--- config.mk ---
export PLATFORM = sky130hd
export DESIGN_NAME = div_cu
export DESIGN_NICKNAME = d
export VERILOG_FILES = /design/src/rtl/div_cu.sv
export SDC_FILE = /design/constraint.sdc
export NUM_CORES = 1
export LEC_CHECK = 0
export CAP_MARGIN = 40
export CORE_AREA = 2 2 39 41
export CTS_CLUSTER_SIZE = 14
export DETAILED_ROUTE_END_ITERATION = 8
export DIE_AREA = 0 0 41 43
export PLACE_DENSITY = 0.69
export SYNTH_ARGS = -nofsm -noshare
export SYNTH_HDL_FRONTEND = slang
export SYNTH_SLANG_ARGS = --single-unit
export TNS_END_PERCENT = 30
--- constraint.sdc ---
create_clock -name clk -period 1.95 [get_ports clk]
set_input_delay 0.39 -clock clk [delete_from_list [all_inputs] [get_ports clk]]
set_output_delay 0.39 -clock clk [all_outputs]
set_load 0.005 [all_outputs]
--- src/rtl/div_cu.sv ---
// Control unit for the restoring divider: Moore FSM sequencing load, the
// shift/subtract loop, the final remainder fix-up and the go/done handshake.
module div_cu #(
    parameter int WIDTH = 4
) (
    input  logic       clk,
    input  logic       rst,
    input  logic       go,
    input  logic       error,
    input  logic       r_lt_y,
    input  logic [3:0] cnt_out,
    output logic       ld_r,
    output logic       ld_x,
    output logic       ld_y,
    output logic       sl_r,
    output logic       sl_x,
    output logic       sr,
    output logic       right_in_x,
    output logic       sel1,
    output logic       sel2,
    output logic       ld_cnt,
    output logic       ce,
    output logic       ud,
    output logic [3:0] n,
    output logic       done,
    output logic       busy,
    output logic       err
);

    typedef enum logic [3:0] {
        S_IDLE,
        S_INIT,
        S_SHIFT0,
        S_TEST,
        S_SUB,
        S_SHL0,
        S_SHL1,
        S_ADJ,
        S_DONE,
        S_ERR
    } state_t;

    state_t state, state_nxt;

    assign n = 4'(WIDTH);

    always_ff @(posedge clk or posedge rst) begin
        if (rst) state <= S_IDLE;
        else     state <= state_nxt;
    end

    always_comb begin
        state_nxt  = state;
        ld_r       = 1'b0;
        ld_x       = 1'b0;
        ld_y       = 1'b0;
        sl_r       = 1'b0;
        sl_x       = 1'b0;
        sr         = 1'b0;
        right_in_x = 1'b0;
        sel1       = 1'b0;
        sel2       = 1'b1;
        ld_cnt     = 1'b0;
        ce         = 1'b0;
        ud         = 1'b0;
        done       = 1'b0;
        busy       = 1'b0;
        err        = 1'b0;
        case (state)
            S_IDLE: begin
                if (go) state_nxt = error ? S_ERR : S_INIT;
            end
            S_INIT: begin
                busy      = 1'b1;
                ld_x      = 1'b1;
                ld_y      = 1'b1;
                ld_r      = 1'b1;
                sel1      = 1'b1;
                ld_cnt    = 1'b1;
                state_nxt = S_SHIFT0;
            end
            // Prime {R,X} with the first dividend bit; not counted as a loop pass.
            S_SHIFT0: begin
                busy      = 1'b1;
                sl_r      = 1'b1;
                sl_x      = 1'b1;
                state_nxt = S_TEST;
            end
            S_TEST: begin
                busy = 1'b1;
                if (cnt_out == 4'd0) state_nxt = S_ADJ;
                else if (r_lt_y)     state_nxt = S_SHL0;
                else                 state_nxt = S_SUB;
            end
            S_SUB: begin
                busy      = 1'b1;
                ld_r      = 1'b1;
                state_nxt = S_SHL1;
            end
            S_SHL0: begin
                busy      = 1'b1;
                sl_r      = 1'b1;
                sl_x      = 1'b1;
                ce        = 1'b1;
                state_nxt = S_TEST;
            end
            S_SHL1: begin
                busy       = 1'b1;
                sl_r       = 1'b1;
                sl_x       = 1'b1;
                right_in_x = 1'b1;
                ce         = 1'b1;
                state_nxt  = S_TEST;
            end
            // The last loop pass shifted R one place too far.
            S_ADJ: begin
                busy      = 1'b1;
                sr        = 1'b1;
                state_nxt = S_DONE;
            end
            S_DONE: begin
                sel2 = 1'b0;
                done = 1'b1;
                if (!go) state_nxt = S_IDLE;
            end
            S_ERR: begin
                done = 1'b1;
                err  = 1'b1;
                if (!go) state_nxt = S_IDLE;
            end
            default: state_nxt = S_IDLE;
        endcase
    end

endmodule
== Word level (Yosys, flattened, before mapping) ==
Cells that the tools add are included.
Storage, ports and cells
  bits in registers: 4
  input port bits: 9
  output and inout bits: 19
  logic and storage cells: 36
Operators by class
  equality and inequality tests: 11
  multiplexer cells: 16
  reduce and logical (&&, ||, !) cells: 8
Operator list (count)
  4-bit one-hot mux with 7 select lines: 1
  4-bit by 3-bit == test with 1-bit output (second input constant): 4
  4-bit 2-to-1 mux: 3
  1-bit 2-to-1 mux: 11
  4-bit by 2-bit == test with 1-bit output (second input constant): 2
  4-bit == test (second input constant): 2
  4-bit logical NOT: 2
  7-bit OR reduction: 1
  2-bit OR reduction: 3
  4-bit by 1-bit == test with 1-bit output (second input constant): 1
  2-bit inequality test (second input constant): 2
  3-bit OR reduction: 1
  2-bit 2-to-1 mux: 1
  2-bit AND reduction: 1

== Depth between registers and ports, before layout ==
Gate-level depths: netlist of the first run.
  word-level depth: 4
  gate-level depth with buffers: 5
  gate-level depth less buffers: 3

== Worst setup path after synthesis of the first run ==
Ideal clock, no wire load.
  kind: register to output
  from: register state[0]
  to: output port ld_x
  arrival: 1.318 ns
  data required time: 1.560 ns
  slack: 0.242 ns
  cell stages (with the launch flop): 5
  path buffers: 2
  cells stage by stage: dfrtp_1 clkbuf_1 inv_2 nor4_1 buf_4
Between the ends
  cells in the longest elaborated chain, start to end: 2
RTL lines
  start, declared: line 43  | state_t state, state_nxt;
  start signal, assigned: line 49  | else state <= state_nxt;
  4-bit by 1-bit == test with 1-bit output
  1-bit 2-to-1 mux
  end, declared: line 13  | output logic ld_x,
No other way between the ends.

== Worst setup path in the final report of the first run ==
  from: register state[1]
  to: output port sl_x
Between the ends
  cells in the longest elaborated chain, start to end: 3
  elaborated cells between the ends (all ways): 5
  those cells by class: eq/ne: 3; mux: 1; reduce/logical: 1
RTL lines
  4-bit by 3-bit == test with 1-bit output or 4-bit by 2-bit == test with 1-bit output (tied branches): line 69  | case (state)
  3-bit OR reduction (no source line) *
  1-bit 2-to-1 mux *: line 69
  end, declared: line 16  | output logic sl_x,
Mark *: on every way between the ends. The rest lies on a longest branch, timed or not.

==> results.txt, run 1 <==
Share of synthesized area occupied by flip-flops and latches: 0.261. Averaged over all synthesized cells, the footprint is 7.22 um2. The tools report the first-pass iteration count of the detailed router as 4.

Of all nets on the critical path, the largest fanout is 7. Entering global routing, the biggest net connects 8 pins. Quantity of hold-fixing buffers added after cts: 0. Counting every instance in the synthesized netlist gives 53.

The post-route clock period utilization is 0.999, and the buffer and inverter count on the worst path is 2. Measured in cells, the most critical reg-to-reg path has a length of 4. Ranked by instance count, the synthesized netlist is headed by 9 x sky130_fd_sc_hd__buf_4, 5 x sky130_fd_sc_hd__nor2_1, 4 x sky130_fd_sc_hd__a21oi_1, 4 x sky130_fd_sc_hd__dfrtp_1, 4 x sky130_fd_sc_hd__nand2_1. The mean number of vias per cell is 4.63, and the effective utilization at floorplan is 0.277.

The initial antenna violation count was 0; the internal power summed over all cells was 0.551 mW. The tree is rooted in a sky130_fd_sc_hd__clkbuf_4. Internal reg-to-reg setup slack: 0.80 ns. TritonCTS created 3 clock buffers. Aggregate global routing overflow: 0. The share of async-settable or async-resettable flops after synthesis is 1.00, and the area taken by flip-flops and latches is 104 um2. In the final routed layout, each cell accounts on average for 10.7 um. The count of pins over their slew limit was 0; the total of endpoints with negative setup slack in the final report was 0. The family with the most delay on the worst path is buffers and inverters. The initialized floorplan defines 14 standard-cell rows.

The kind of critical path was reg -> out. In this run, synthesis produced a sequential element count of 4. The share of the synthesized area in the top cell type is 0.261. The path class of the tightest hold or removal check is in -> async. The tools report the area of the die as 1760 um2. Number of violations reported at the end of detailed-routing iteration 0: 9. Total via count after detailed routing: 426.

The run gives 578 um2 as the post-place instance area. By instance count, the leading cell after synthesis is sky130_fd_sc_hd__buf_4. For this run, design rule violations remaining after detail routing come to 0. The largest total area in the synthesized netlist belongs to sky130_fd_sc_hd__dfrtp_1.

The congestion estimate from routability-driven global placement came to 0.811. After synthesis, the netlist uses 26 different library cells. The flow ran to the end, and the final reports show no timing, DRC or antenna violations. The flip-flop count of the largest register, all copies and words added was 4; the mapped cell area was 383 um2. For the number of global-route vias before repair, the log shows 373. The total detailed-routing wirelength was 980 um. The clock arrives with 0.00595 ns of skew. The max-cap violation count came out at 0. The net count of the finished layout is 87. Compared with the post-synthesis result, the final layout area differs by 68.3%. The Yosys step of the flow raised 0 warnings. Final total power: 0.915 mW.

The largest registers in the layout are state x4. The number of levels the H-tree was split into was 1; the share of total power consumed by net switching was 0.398. The tools report the final hold violation count as 0. Once layout is done, the placed cells without fillers occupy 644 um2. Setup repair after global routing could not meet its margin everywhere.

From left edge to right edge, the die measures 41 um. For the fraction of power consumed by sequential logic, the log shows 0.204. The power per cell area works out to 1420 nW/um2. By area the synthesized netlist is led by sky130_fd_sc_hd__dfrtp_1 26%, sky130_fd_sc_hd__buf_4 18%, sky130_fd_sc_hd__a21oi_1 5.2%.

The number of top-level pins was 28. The overall routing resource usage was 0.132; the y dimension of the die was 43 um. The number of antenna diodes in the final layout is 0. The fill cell instance count of the final layout is 149. The worst setup path is launched from a flop. The floorplan core area was 1380 um2.

The leading register cell type out of synthesis was sky130_fd_sc_hd__dfrtp_1. TritonCTS built the clock tree. Largest register by flop count: state. The reported net switching power is 0.364 mW, and the first-pass GRT wire length is 1520 um. The leakage power total came out at 0.325 nW.

For this run, the top clock speed supported by timing is 513 MHz. Buffers placed on the I/O ports in this run total 22. The type of element capturing the critical path was an output pin. Clock network power share: 0.115.

At the worst endpoint, the required time is 1.56 ns. The share of final-layout standard cells stronger than drive strength 1 works out to 0.250. The logs give 0.457 mV for the peak supply drop and 0 for the number of nets with antenna violations after routing. The critical register-to-register path endpoint is state[0]$_DFFE_PP0P_. The slowest stage of the critical path is the sky130_fd_sc_hd__clkdlybuf4s50_1 cell. The multi-input combinational cells in the finished layout cover a total of 213 um2. In this run the critical register-to-register path is launched from state[2]$_DFFE_PP0P_. The insertion delay to the later sink of the worst-skew pair came out at 0.24 ns. The maximum clock path buffer count came out at 2. The combinational group share of total power was 0.681; the clock-pin slew on the worst setup and hold paths was 0.04 ns. The half-perimeter wire length of the detailed placement result was 684 um; the clock period minus final worst setup slack was 1.95 ns. The number of flops mapped to enable cells by yosys was 0; the arrival time at the worst endpoint was 1.56 ns. The critical path goes through inv_2 > nand3_1 > a21oi_2 > clkdlybuf4s50_1. On the worst path, the slowest cell contributes a delay of 0.51 ns. The clock drives 4 sinks.
[stage by stage]
| step | cells | hold slack [ns] | setup slack, ns | setup TNS, ns | utilization |
|---|---|---|---|---|---|
| 6_report | 92 | 0.328 | 0.00227 | 0 | 0.466 |
| 5_1_grt | 92 | 0.342 | -0.0612 | -0.220 | 0.466 |
| 4_1_cts | 91 | 0.337 | -0.000705 | -0.000705 | 0.455 |
| 3_5_place_dp | 85 | 0.590 | 0.00592 | 0 | 0.418 |
| 3_3_place_gp | 85 | 0.592 | 0.0437 | 0 | 0.418 |
| 2_1_floorplan | 56 | 0.156 | 0.242 | 0 | - |
[final cells by class]
class | instances | area share
Timing Repair Buffer | 29 | 0.419
Multi-Input combinational cell | 36 | 0.330
Sequential cell | 4 | 0.161
Clock buffer | 3 | 0.0350
Tap cell | 16 | 0.0311
Inverter | 4 | 0.0233
[kinds of logic (layout without fill, tap and decap cells)]
logic type	after synthesis	in the layout	share of synthesized area
flops	4	4	0.261
xor+xnor	1	1	0.0229
other cells	2	5	0.0196
compound gates	11	11	0.196
buf+inv	16	36	0.245
simple gates	19	19	0.255
[what timing repair did]
action | 4_1_cts | 5_1_grt
setup buffers | 3 | 1
resized for setup | 11 | 3
pin swaps | 1 | 0
setup endpoints to repair | 14 | 7
[cells in the final DEF (no fill, tap or decap)]
master	instances
sky130_fd_sc_hd__clkdlybuf4s50_1	14
sky130_fd_sc_hd__nand2_1	4
sky130_fd_sc_hd__dfrtp_2	3
sky130_fd_sc_hd__nor2b_1	1
sky130_fd_sc_hd__inv_2	2
sky130_fd_sc_hd__clkbuf_4	3
sky130_fd_sc_hd__nand3_1	2
sky130_fd_sc_hd__a21o_1	1
sky130_fd_sc_hd__dlygate4sd2_1	6
sky130_fd_sc_hd__or4_4	1
sky130_fd_sc_hd__o21ai_0	1
sky130_fd_sc_hd__a21oi_1	3
sky130_fd_sc_hd__nor3_1	1
sky130_fd_sc_hd__nor4_2	1
sky130_fd_sc_hd__and3_1	1
sky130_fd_sc_hd__nor2_2	1
sky130_fd_sc_hd__a2111o_1	1
sky130_fd_sc_hd__a21boi_1	1
sky130_fd_sc_hd__o21a_1	1
sky130_fd_sc_hd__or3_1	1
sky130_fd_sc_hd__o211ai_1	1
sky130_fd_sc_hd__inv_1	2
sky130_fd_sc_hd__a21oi_2	1
sky130_fd_sc_hd__nand2b_1	1
sky130_fd_sc_hd__and2_1	1
sky130_fd_sc_hd__dlymetal6s2s_1	2
sky130_fd_sc_hd__a31o_1	1
sky130_fd_sc_hd__conb_1	5
sky130_fd_sc_hd__dfrtp_1	1
sky130_fd_sc_hd__buf_4	7
sky130_fd_sc_hd__xnor2_1	1
sky130_fd_sc_hd__nor2_1	4
[how the worst max path moves through the flow]
stage                    startpoint                    to  slack, ns  cells past startpoint
2_1_floorplan  state[0]$_DFFE_PP0P_                  ld_x       0.24                      4
3_3_place_gp             cnt_out[1]  state[0]$_DFFE_PP0P_       0.04                      4
3_5_place_dp             cnt_out[1]  state[0]$_DFFE_PP0P_      0.006                      4
4_1_cts        state[1]$_DFFE_PP0P_                  sl_x    -0.0007                      4
5_1_grt        state[1]$_DFFE_PP0P_                   err      -0.06                      3
6_report       state[1]$_DFFE_PP0P_                  sl_x      0.002                      4
[power groups by stage]
stage               Sequential [mW]  Combinational, mW  Clock, mW
global placement              0.185              0.590          0
finish                        0.187              0.623      0.105
detailed placement            0.187              0.599          0
floorplan                     0.146              0.372          0
CTS                           0.186              0.610      0.106
global route                  0.196              0.695      0.113
[layer usage]
layer	up-vias	global-route usage	share of wire	wire [um]
met4	0	0.120	0.040	39
met2	20	0.200	0.50	490
met1	193	0.147	0.39	378
met3	5	0.0209	0.072	71
li1	208	-	-	-
met5	-	0	0	0
Note: power is estimated with default switching activity, not from simulation.
==> run 2, diff against run 1 <==
--- a/config.mk
+++ b/config.mk
@@ -10,7 +10,7 @@
 export CTS_CLUSTER_SIZE = 14
 export DETAILED_ROUTE_END_ITERATION = 8
 export DIE_AREA = 0 0 41 43
-export PLACE_DENSITY = 0.69
+export DONT_BUFFER_PORTS = 1
 export SYNTH_ARGS = -nofsm -noshare
 export SYNTH_HDL_FRONTEND = slang
 export SYNTH_SLANG_ARGS = --single-unit
==> results.txt, run 2 (synthesis results as in run 1) <==
The flow ran to the end, and the final reports show no timing, DRC or antenna violations. The endpoint identified for the worst register-to-register timing path is state[3]$_DFFE_PP0P_. The run gives 0 as the number of diodes added for antenna fixing.

In the final layout, the registers with the most flip-flops are state x4. The tools report the utilization after layout as 0.271. In the layout the commonest cells are 5 x sky130_fd_sc_hd__nor2_1, 5 x sky130_fd_sc_hd__conb_1, 4 x sky130_fd_sc_hd__nand2_1, 4 x sky130_fd_sc_hd__a21oi_1, 4 x sky130_fd_sc_hd__dfrtp_1. The worst register-to-register path begins at state[3]$_DFFE_PP0P_.

The first-pass iteration count of the detailed router was 4; the clock-pin slew on the worst setup and hold paths was 0.04 ns. In this run the worst setup path terminates at ld_cnt. For this run the aggregate overflow at the end of global routing stands at 0. Timing analysis after detailed placement gives a worst setup slack of 0.458 ns. The final total power is 0.619 mW, and the final RePlAce weighted congestion is 0.801. The analysis attributes to cell leakage a power of 0.176 nW.

After clock tree synthesis, the setup repair step added 0 buffers. STA classifies the critical path endpoint as an output pin. The worst setup path is launched from a flop.

The largest register by flop count was state. The flip-flop count of the largest register, all copies and words added was 4; the post-route clock period utilization was 0.838. The count of input and output buffers works out to 0. Mean number of vias per cell: 4.89.

The number of global-route vias before repair is 269, and the share of final-layout standard cells stronger than drive strength 1 is 0.143. In this run the remaining antenna-violating nets after routing total 0. The sink count of the clock tree came out at 4. Setup repair after global routing left no endpoint under its margin. Across the run, the number of max-cap violations was 0. The final layout contains 60 nets.

After layout, the minimum clock period comes to 1.63 ns. For the internal reg-to-reg setup slack, the log shows 0.79 ns. At the later pin of the worst-skew pair, clock insertion delay measures 0.24 ns. In this run, the number of DRC markers left after iteration 0 of detailed routing was 6. The logs give 2 for the maximum clock path buffer count and 1080 um for the first-pass GRT wire length.

The effective utilization at floorplan was 0.277; the routed wirelength normalized by instance count was 11.6 um. The run gives 13 as the pin count of the biggest net entering global routing. The total negative setup slack was 0 ns.

The run gives 0 as the remaining design rule violation count. The y dimension of the die works out to 43 um. The total via count after detailed routing was 318; the post-place instance area was 343 um2. The initialized floorplan defines 14 standard-cell rows. The worst path required time is 1.56 ns, and the power per cell area is 1650 nW/um2. The initial antenna violation count was 0. The area growth from synthesis to layout is -1.96%.

TritonCTS created 3 clock buffers. The critical path starts at state[0]$_DFFE_PP0P_. Setup slack closes at 0.317 ns.

Final hold violation count: 0. For the fmax, the log shows 612 MHz. IR analysis of the VDD net gives a maximum drop of 0.305 mV. The kind of critical path was reg -> out. The path class of the tightest hold or removal check is in -> reg. Hold is met by 0.416 ns. For the arrival time at the worst endpoint, the log shows 1.24 ns. Of all nets on the critical path, the largest fanout is 7. The logs give 375 um2 for the post-route cell area and 65 for the count of placed standard cells in the final layout, fillers left out. In this run the count of I/O pins placed on the die edge is 28. The master cell of the clock root buffer was sky130_fd_sc_hd__clkbuf_4. Summed over all nets, the half-perimeter wirelength after detailed placement is 570 um. The tools report the clock tree skew after final layout as 0.00210 ns. The count of pins over their slew limit was 0; the total detailed-routing wirelength was 753 um. The logs give 61 for the post-placement cell count and 1 for the number of levels the H-tree was split into.

The overall routing resource usage was 0.0987. Setup violations remaining at the end of the flow were counted as 0. The tools report the floorplan core area as 1380 um2. The die covers 1760 um2. In this run the horizontal extent of the chip is 41 um. The number of cells on the worst reg-to-reg path is 3. TritonCTS built the clock tree.
[run 2: changes by cell type in the layout (fill, tap and decap cells not counted)]
cell	change
sky130_fd_sc_hd__clkdlybuf4s50_1	-14
sky130_fd_sc_hd__buf_4	-6
sky130_fd_sc_hd__dlygate4sd2_1	-6
sky130_fd_sc_hd__dfrtp_1	+3
sky130_fd_sc_hd__dfrtp_2	-3
sky130_fd_sc_hd__dlymetal6s2s_1	-2
sky130_fd_sc_hd__a21oi_1	+1
sky130_fd_sc_hd__a21oi_2	-1
sky130_fd_sc_hd__dlygate4sd3_1	+1
sky130_fd_sc_hd__nor2_1	+1
sky130_fd_sc_hd__nor2_2	-1
sky130_fd_sc_hd__nor4_1	+1
sky130_fd_sc_hd__nor4_2	-1
[run 2: cell type report]
cell class	instances	area, um2
Clock buffer	3	22.5
Fill cell	161	1010
Inverter	4	15.0
Multi-Input combinational cell	36	200
Sequential cell	4	100
Tap cell	16	20.0
Timing Repair Buffer	2	17.5
[run 2: worst min-delay path by stage]
stage / to / cells after the start / startpoint
after floorplan: state[0]$_DFFE_PP0P_ / 1 / rst
after global placement: state[3]$_DFFE_PP0P_ / 1 / rst
after detailed placement: state[3]$_DFFE_PP0P_ / 1 / rst
after CTS: state[3]$_DFFE_PP0P_ / 2 / error
after global routing: state[3]$_DFFE_PP0P_ / 2 / error
final: state[0]$_DFFE_PP0P_ / 3 / r_lt_y
[run 2: power by group]
group / internal [mW] / total, mW / switching [mW]
sequential: 0.122 / 0.213 / 0.0914
clock: 0.0689 / 0.104 / 0.0355
combinational: 0.128 / 0.301 / 0.173
total: 0.319 / 0.619 / 0.300
[run 2: critical path: stages, from the launching register on]
cell and delay, ns:
sky130_fd_sc_hd__dfrtp_1 0.47, sky130_fd_sc_hd__inv_2 0.11, sky130_fd_sc_hd__nor4_1 0.24, sky130_fd_sc_hd__buf_4 0.19
[run 2: layer usage]
metal / vias up / global-route usage / routed length, um
met5: - / 0 / 0
met4: 0 / 0.140 / 47
met3: 5 / 0.0314 / 81
met2: 17 / 0.134 / 299
met1: 138 / 0.0909 / 324
li1: 158 / - / -
[run 2: repair_timing]
action	CTS	global route
hold buffers	1	0
gates resized for setup	0	0
hold endpoints to repair	4	0
==> run 3, diff against run 2 <==
==> constraint.sdc (replaced) <==
create_clock -name clk -period 1.45 [get_ports clk]
set_input_delay 0.29 -clock clk [delete_from_list [all_inputs] [get_ports clk]]
set_output_delay 0.29 -clock clk [all_outputs]
set_load 0.005 [all_outputs]
==> results.txt, run 3 (synthesis results as in run 1) <==
The peak supply drop was 0.506 mV. The count of pins over their slew limit is 0, and the depth of the worst hold-timing path is 2. For the worst-skew pair, the clock arrives at the later sink with an insertion delay of 0.24 ns. Entering global routing, the biggest net connects 13 pins. The final RePlAce weighted congestion came out at 0.830. The aggregate global routing overflow came out at 0. The first-pass GRT wire length is 1100 um. For flop-to-flop paths, the worst setup slack is 0.29 ns.

The type of element capturing the critical path is an output pin. Setup repair after global routing could not meet its margin everywhere. The analysis attributes to cell leakage a power of 0.207 nW. The startpoint identified for the worst register-to-register timing path is state[2]$_DFFE_PP0P_. The run finished with clean final reports. For this run, design rule violations remaining after detail routing come to 0. The worst hold-check path type is in -> reg.

The area growth from synthesis to layout is 15.7%. Initial antenna violation count: 0. In this run the cell area measured after placement is 349 um2.

The tools report the hold path startpoint as error. Row generation in the floorplan step produced 14 rows. The clock tree skew after final layout is 0.000525 ns, and the placement-stage worst setup slack is 0.0478 ns.

In the final layout, the registers with the most flip-flops are state x4. For this run, the post-layout net count is 67. The kind of critical path is reg -> out. TritonCTS created 3 clock buffers. The largest register by flop count is state. The tools report the number of nets with antenna violations after routing as 0. The flip-flop count of the largest register, all copies and words added works out to 4.

The number of global-route vias before repair came out at 297. The y dimension of the die came out at 43 um. Port buffering added 0 buffers. The number of levels the H-tree was split into is 1, and the overall routing resource usage is 0.103. Counting along the longest clock path gives a buffer depth of 2. In this run the horizontal extent of the chip is 41 um.

For the arrival time at the worst endpoint, the log shows 1.12 ns. In the layout the commonest cells are 7 x sky130_fd_sc_hd__buf_4, 5 x sky130_fd_sc_hd__conb_1, 4 x sky130_fd_sc_hd__nand2_1, 4 x sky130_fd_sc_hd__nor2_1, 4 x sky130_fd_sc_hd__dfrtp_2. For hold timing, the worst endpoint is state[3]$_DFFE_PP0P_. Leaving out fill and tap cells, the most frequent cell in the layout is sky130_fd_sc_hd__buf_4. The mean number of vias per cell is 4.94, and the combinational group share of total power is 0.590. After clock tree synthesis, the clock-pin slew on the worst setup and hold paths is 0.04 ns. For the sink count of the clock tree, the log shows 4.

The endpoint identified for the worst register-to-register timing path is state[0]$_DFFE_PP0P_. STA puts the critical path data required time at 1.16 ns. The first routing iteration left 2 violations. The fraction of power consumed by sequential logic was 0.267. With fillers left out, the area of the finished cells amounts to 443 um2.

The run gives 0 as the number of diodes added for antenna fixing. Total detailed-routing wirelength: 871 um. Dividing the detail-routed wire length by the instance count gives 12.1 um. Timing would allow up to 712 MHz. The post-route clock period utilization came out at 0.969. The routed layout has 356 vias. The share of total power consumed by net switching came out at 0.461. The master cell of the clock root buffer is sky130_fd_sc_hd__clkbuf_4. The utilization after layout is 0.320, and the setup slack of the critical path after layout is 0.0445 ns.

The analysis attributes to net switching a power of 0.459 mW. The final hold violation count was 0. STA classifies the critical path startpoint as a flop. Before antenna repair, the detailed router went through 4 iterations.

The logs give 0 for the total of endpoints with negative setup slack in the final report and 0.536 mW for the internal power summed over all cells. The floorplan core area was 1380 um2. The clock period minus final worst setup slack works out to 1.41 ns. The maximum fanout along the worst path is 7. Across the run, the number of max-cap violations was 0. The area of the die is 1760 um2, and the number of cells on the worst reg-to-reg path is 4.

The share of final-layout standard cells stronger than drive strength 1 is 0.375, and the tightest hold margin is 0.320 ns. The run gives 0.995 mW as the final total power. 28 I/O pins were placed. The half-perimeter wire length of the detailed placement result is 582 um. The run gives 0.277 as the effective utilization at floorplan. Power spread over the standard cell area amounts to 2250 nW/um2. The tools report the clock network power share as 0.143. In this run the worst setup path begins at state[1]$_DFFE_PP0P_. TritonCTS built the clock tree.
## run 3: how the worst max path moves through the flow
stage / endpoint / slack, ns / cells past startpoint
finish: sl_r / 0.04 / 3
CTS: sl_x / -0.02 / 3
global route: ld_x / -0.05 / 2
floorplan: ld_x / 0.001 / 4
detailed placement: state[0]$_DFFE_PP0P_ / 0.05 / 3
global placement: state[0]$_DFFE_PP0P_ / 0.06 / 3
## run 3: timing repair
item / in CTS / in global routing
setup buffers: 0 / 7
pin swaps: 0 / 1
gates cloned: 0 / 0
endpoints found under the setup margin: 9 / 10
hold buffers: 1 / 0
endpoints found under the hold margin: 4 / 0
gates resized for setup: 5 / 1
## run 3: layout make-up
| cell class | count | area [um2] |
|---|---|---|
| Fill cell | 154 | 941 |
| Multi-Input combinational cell | 36 | 213 |
| Sequential cell | 4 | 105 |
| Timing Repair Buffer | 9 | 67.6 |
| Clock buffer | 3 | 22.5 |
| Tap cell | 16 | 20.0 |
| Inverter | 4 | 15.0 |
## run 3: worst max-delay path: stages, from the launching register on
cell and delay (ns):
sky130_fd_sc_hd__dfrtp_2 0.45, sky130_fd_sc_hd__inv_2 0.12, sky130_fd_sc_hd__nand3_1 0.10, sky130_fd_sc_hd__a21oi_2 0.20
## run 3: layer usage
metal	up-vias	GRT usage	routed length (um)
met5	-	0	0
met4	0	0.153	46
met3	5	0.0576	105
met2	23	0.134	391
met1	159	0.0812	327
li1	169	-	-
## run 3: per-stage QoR
| stage | std cells | TNS (ns) |
|---|---|---|
| 5_1_grt | 72 | -0.242 |
| 3_5_place_dp | 61 | 0 |
| 4_1_cts | 65 | -0.0357 |
| 6_report | 72 | 0 |
| 2_1_floorplan | 56 | 0 |
| 3_3_place_gp | 61 | 0 |
## run 3: power groups by stage
stage / combinational, mW / clock (mW) / sequential (mW)
floorplan: 0.511 / 0 / 0.198
global route: 0.661 / 0.161 / 0.269
finish: 0.587 / 0.142 / 0.265
global placement: 0.405 / 0 / 0.289
CTS: 0.427 / 0.144 / 0.299
detailed placement: 0.415 / 0 / 0.289
